$ cat src/rtl/binary_bcd_seq.sv
// Sequential binary-to-BCD converter (double dabble, one bit per clock) with
// signed-magnitude input, sticky overflow flag and leading-zero blanking mask.
module binary_bcd_seq #(
  parameter int DATA_W = 36,
  parameter int DIGITS = 11
) (
  input  logic                  Clk,
  input  logic                  Reset,
  input  logic                  start,
  input  logic                  signed_mode,
  input  logic [DATA_W-1:0]     data,
  output logic                  busy,
  output logic                  done,
  output logic [4*DIGITS-1:0]   bcd,
  output logic                  neg,
  output logic                  ovf,
  output logic [DIGITS-1:0]     blank,
  output logic [1:0]            fsm_state
);

  localparam int CW = $clog2(DATA_W + 1);
  localparam int BW = 4 * DIGITS;

  typedef enum logic [1:0] {
    IDLE   = 2'd0,
    SHIFT  = 2'd1,
    FINISH = 2'd2
  } state_t;

  state_t          state, state_n;
  logic [DATA_W-1:0] bin_q, bin_n;
  logic [BW-1:0]   scr_q, scr_n;
  logic [CW-1:0]   cnt_q, cnt_n;
  logic            neg_q, neg_n;
  logic            ovf_q, ovf_n;
  logic [BW-1:0]   adj;
  logic [DIGITS-1:0] blank_c;
  logic            zero_above;

  // Handshake: start is accepted only in IDLE (busy=0); busy stays high while
  // bits are shifted; done pulses for one cycle when bcd/neg/ovf/blank update.
  assign busy      = (state == SHIFT);
  assign fsm_state = state;

  always_comb begin
    adj = scr_q;
    for (int i = 0; i < DIGITS; i++) begin
      if (scr_q[4*i +: 4] >= 4'd5) adj[4*i +: 4] = scr_q[4*i +: 4] + 4'd3;
    end
  end

  // Blanking looks only at the final scratch, scanning from the top digit down.
  always_comb begin
    blank_c    = '0;
    zero_above = 1'b1;
    for (int i = DIGITS - 1; i >= 1; i--) begin
      zero_above = zero_above & (scr_q[4*i +: 4] == 4'd0);
      blank_c[i] = zero_above;
    end
  end

  always_comb begin
    state_n = state;
    bin_n   = bin_q;
    scr_n   = scr_q;
    cnt_n   = cnt_q;
    neg_n   = neg_q;
    ovf_n   = ovf_q;
    case (state)
      IDLE: begin
        if (start) begin
          if (signed_mode && data[DATA_W-1]) begin
            bin_n = ~data + DATA_W'(1);
            neg_n = 1'b1;
          end else begin
            bin_n = data;
            neg_n = 1'b0;
          end
          scr_n   = '0;
          ovf_n   = 1'b0;
          cnt_n   = CW'(DATA_W);
          state_n = SHIFT;
        end
      end
      SHIFT: begin
        scr_n = {adj[BW-2:0], bin_q[DATA_W-1]};
        bin_n = {bin_q[DATA_W-2:0], 1'b0};
        if (adj[BW-1]) ovf_n = 1'b1;
        cnt_n = cnt_q - CW'(1);
        if (cnt_q == CW'(1)) state_n = FINISH;
      end
      FINISH:  state_n = IDLE;
      default: state_n = IDLE;
    endcase
  end

  always_ff @(posedge Clk or posedge Reset) begin
    if (Reset) begin
      state <= IDLE;
      bin_q <= '0;
      scr_q <= '0;
      cnt_q <= '0;
      neg_q <= 1'b0;
      ovf_q <= 1'b0;
    end else begin
      state <= state_n;
      bin_q <= bin_n;
      scr_q <= scr_n;
      cnt_q <= cnt_n;
      neg_q <= neg_n;
      ovf_q <= ovf_n;
    end
  end

  // Result registers change only in FINISH, so no partial value is ever visible.
  always_ff @(posedge Clk or posedge Reset) begin
    if (Reset) begin
      done  <= 1'b0;
      bcd   <= '0;
      neg   <= 1'b0;
      ovf   <= 1'b0;
      blank <= {{(DIGITS-1){1'b1}}, 1'b0};
    end else begin
      done <= (state == FINISH);
      if (state == FINISH) begin
        bcd   <= scr_q;
        neg   <= neg_q;
        ovf   <= ovf_q;
        blank <= blank_c;
      end
    end
  end

endmodule
$ cat config.mk
export PLATFORM = sky130hd
export DESIGN_NAME = binary_bcd_seq
export DESIGN_NICKNAME = d
export VERILOG_FILES = /design/src/rtl/binary_bcd_seq.sv
export SDC_FILE = /design/constraint.sdc
export NUM_CORES = 1
export LEC_CHECK = 0
export ABC_AREA = 1
export CORE_MARGIN = 5
export CORE_UTILIZATION = 40
export CTS_CLUSTER_DIAMETER = 150
export DETAILED_ROUTE_END_ITERATION = 8
export GPL_ROUTABILITY_DRIVEN = 0
export SYNTH_ARGS = -nofsm -noshare
export SYNTH_HDL_FRONTEND = slang
export SYNTH_SLANG_ARGS = --single-unit
export TNS_END_PERCENT = 30
$ cat constraint.sdc
create_clock -name Clk -period 13 [get_ports Clk]
set_input_delay 3.25 -clock Clk [delete_from_list [all_inputs] [get_ports Clk]]
set_output_delay 3.25 -clock Clk [all_outputs]
set_load 0.02 [all_outputs]
==> results.json <==
{
  "ctsResizeCount": 0,
  "detail_route.wirelength_um": 19600,
  "max_slew_violation_total_from_the_final_report": 0,
  "clk_transition_reported_paths_ns": 0.06,
  "antenna-diode-count": 0,
  "syn_area_per_cell_um2": 8.047,
  "drt_first_pass_iters": 5,
  "synth.ff_latch_count": 147,
  "mappedNetlistNets": 1092,
  "die-height_um": 153.1,
  "placed_standard_cell_area_um2": 9334,
  "power_density_nw_per_um2": 226.6,
  "worstPathMaxFanout": 21,
  "postCtsSetupBuffers": 0,
  "num_vias": 6855,
  "clock_sinks": 147,
  "placeableCoreArea_um2": 20170,
  "grt_start_max_net_pins": 106,
  "p_leak_nw": 4.535,
  "finalInstanceArea_um2": 9952,
  "worstPathArrival_ns": 2.57,
  "grt_pass1_vias": 6687,
  "max-cap-violations": 0,
  "grt_antenna_before_repair": 0,
  "tns_ns": 0,
  "final.setup.worst_slack_ns": 7.180,
  "wire_per_inst_um": 14.19,
  "ctsRootBufferMaster": "sky130_fd_sc_hd__clkbuf_16",
  "yosys.area_share.xor_xnor_pct": 1.711,
  "globalRouteTotalUtil_pct": 16.92,
  "fin_crit_sh_pct": 44.77,
  "setup_violations": 0,
  "synth_enable_flop_cells": 0,
  "route.detailed.drc": 0,
  "final_layout_size_suffix_gt1_share_pct": 8.371,
  "clock_latency_ns": 0.42,
  "clock.fmax_mhz": 171.8,
  "slew_headroom_pct": 31.19,
  "route.detailed.vias_per_inst": 4.964,
  "synth_cell_types": 47,
  "synth_adder_area_share_pct": 5.193,
  "period_minus_slack_ns": 5.820,
  "pin_count": 101,
  "critical_path_class": "reg2out",
  "ctsLongestPathBuffers": 2,
  "synthCells": 1018,
  "worst_setup_slack_before_clock_tree_synthesis_ns": 7.218,
  "synth-main-ff-cell": "sky130_fd_sc_hd__dfrtp_1",
  "worst_setup_path_start_kind": "flop",
  "first_iter_violations": 446,
  "num-nets-final": 1172,
  "min_path_type": "reg2reg",
  "netlist_area_um2": 8192,
  "hold_fix_buffers_at_cts": 0,
  "dieArea_um2": 23440,
  "detailedPlacementHpwl_um": 13570,
  "initial_standard_cell_utilization_of_the_core_pct": 40.61,
  "drt.antenna.violating_nets": 0,
  "final_hold_viol_count": 0,
  "cts.htree.levels": 4,
  "synth-compound-area-share_pct": 18.36,
  "grt_setup_unrepaired": "false",
  "cts_tree": "yes",
  "clock-skew-final_ns": 0.008706,
  "cp_data_required_time_ns": 9.75,
  "synthToLayoutAreaGrowth_pct": 21.49,
  "synth_top_family_by_area": "simple AND/OR/NAND/NOR gates",
  "synth_simple_gate_area_share_pct": 21.37,
  "ys_async_sr_fraction_pct": 100.0,
  "muxShareOfSynthArea_pct": 0,
  "synth_warn": 0,
  "cts_made_buffers": 17,
  "fp.dieW_um": 153.1,
  "synth-seq-area-share_pct": 45.06,
  "max-vdd-ir-drop_mv": 0.08582,
  "worst_tran_pin_value_ns": 1.031,
  "first_pass_grt_wire_length_um": 33060,
  "buffer_ports.inserted": 99,
  "critical_path_endpoint_category": "output pin",
  "global_route.overflow_total": 0,
  "placement_rows": 52,
  "outcome": "completed"
}
-- metal layers --
| metal | vias up | track usage (%) | part of all wire (%) |
|---|---|---|---|
| met3 | 22 | 3.704 | 5.8 |
| met2 | 155 | 26.31 | 43 |
| met4 | 0 | 5.006 | 1.5 |
| met5 | - | 0 | 0 |
| met1 | 3165 | 23.82 | 49 |
| li1 | 3513 | - | - |
-- flip-flops by register name, summed over array words and instances (netlist names) --
name,count
bcd,44
scr_q,44
bin_q,36
blank,10
cnt_q,6
fsm_state,2
done,1
neg,1
neg_q,1
ovf,1
ovf_q,1
-- Yosys cell counts (all sizes together) (2+ instances only) --
cell / number / area, um2
nand3b: 3 / 22.52
clkbuf: 11 / 42.54
o21ai: 159 / 795.8
nand3: 53 / 285.3
inv: 122 / 457.9
o22ai: 15 / 156.4
o32ai: 8 / 70.07
a22oi: 4 / 30.03
ha: 34 / 425.4
nor3: 5 / 25.02
o211ai: 11 / 82.58
or2: 2 / 12.52
buf: 30 / 176.4
nand2: 225 / 864.6
xor2: 15 / 131.4
dfrtp: 137 / 3428
o31ai: 6 / 45.04
a22o: 2 / 17.52
a21oi: 47 / 235.2
nand4: 5 / 46.29
nor2: 98 / 457.9
dfstp: 10 / 262.8
a21boi: 3 / 22.52
nor3b: 4 / 30.03
-- power by group --
part / switching, mW / total (mW) / internal [mW]
logic: 0.621 / 1.00 / 0.379
clock network: 0.182 / 0.511 / 0.329
registers: 0.107 / 0.743 / 0.636
-- final cells by class --
type                       instances  area [um2]
clock inverter                    11       157.7
multi-input combinational        708        3829
timing repair buffer             102        1013
sequential                       147        3691
fill                            1984       10220
clock buffer                      21       460.4
tap                              270       337.8
inverter                         122       462.9
-- per-stage QoR --
stage | utilization, % | hold WS (ns) | power [mW] | instances
CTS | 49.34 | 0.4686 | 2.278 | 1381
finish | 49.34 | 0.4635 | 2.255 | 1381
global placement | 46.28 | 0.4573 | 1.734 | 1349
floorplan | - | 0.4436 | 1.487 | 1018
detailed placement | 46.28 | 0.4586 | 1.754 | 1349
global route | 49.34 | 0.4777 | 2.454 | 1381
-- critical path: stages, from the launching register on --
cell and delay [ns]:
sky130_fd_sc_hd__dfrtp_1 0.93, sky130_fd_sc_hd__inv_2 0.34, sky130_fd_sc_hd__nor2_4 0.23, sky130_fd_sc_hd__clkdlybuf4s50_1 0.64
-- cell families after synthesis --
logic type	Yosys count
xor gates and xnor gates	16
buffers and inverters	163
AOI/OAI and AO/OA	261
DFF	147
other	1
and+or+nand+nor	396
adders and majority gates	34
-- final timing paths --
path | start | endpoint | slack, ns | cells after the start
setup / recovery | fsm_state[0] | busy | 7.18 | 3
hold / removal | blank[7] | blank[7] | 0.46 | 2
setup reg to reg | fsm_state[0] | cnt_q[2] | 9.27 | 9
hold reg to reg | blank[7] | blank[7] | 0.46 | 2
max in group asynchronous | Reset | bcd[11] | 8.25 | 3
min in group asynchronous | Reset | bin_q[5] | 3.30 | 2
-- layout by cell type, fill, tap and decap left out, types with 6 or more instances in the layout --
cell / netlist / layout
sky130_fd_sc_hd__o32ai_1: 8 / 8
sky130_fd_sc_hd__xor2_1: 15 / 15
sky130_fd_sc_hd__o21ai_1: 52 / 52
sky130_fd_sc_hd__nor2_4: 6 / 6
sky130_fd_sc_hd__inv_2: 12 / 12
sky130_fd_sc_hd__inv_1: 110 / 109
sky130_fd_sc_hd__clkinv_2: 0 / 6
sky130_fd_sc_hd__dfrtp_1: 137 / 137
sky130_fd_sc_hd__nand3_1: 49 / 49
sky130_fd_sc_hd__o22ai_2: 10 / 10
sky130_fd_sc_hd__nand2_2: 8 / 7
sky130_fd_sc_hd__nand2_1: 217 / 217
sky130_fd_sc_hd__a21oi_1: 47 / 47
sky130_fd_sc_hd__o21ai_0: 107 / 107
sky130_fd_sc_hd__o211ai_1: 11 / 11
sky130_fd_sc_hd__clkbuf_16: 0 / 17
sky130_fd_sc_hd__ha_1: 34 / 34
sky130_fd_sc_hd__o31ai_1: 6 / 6
sky130_fd_sc_hd__dfstp_2: 10 / 10
sky130_fd_sc_hd__nor2_1: 85 / 85
sky130_fd_sc_hd__clkdlybuf4s50_1: 0 / 99
(Power assumes the default switching activity.)
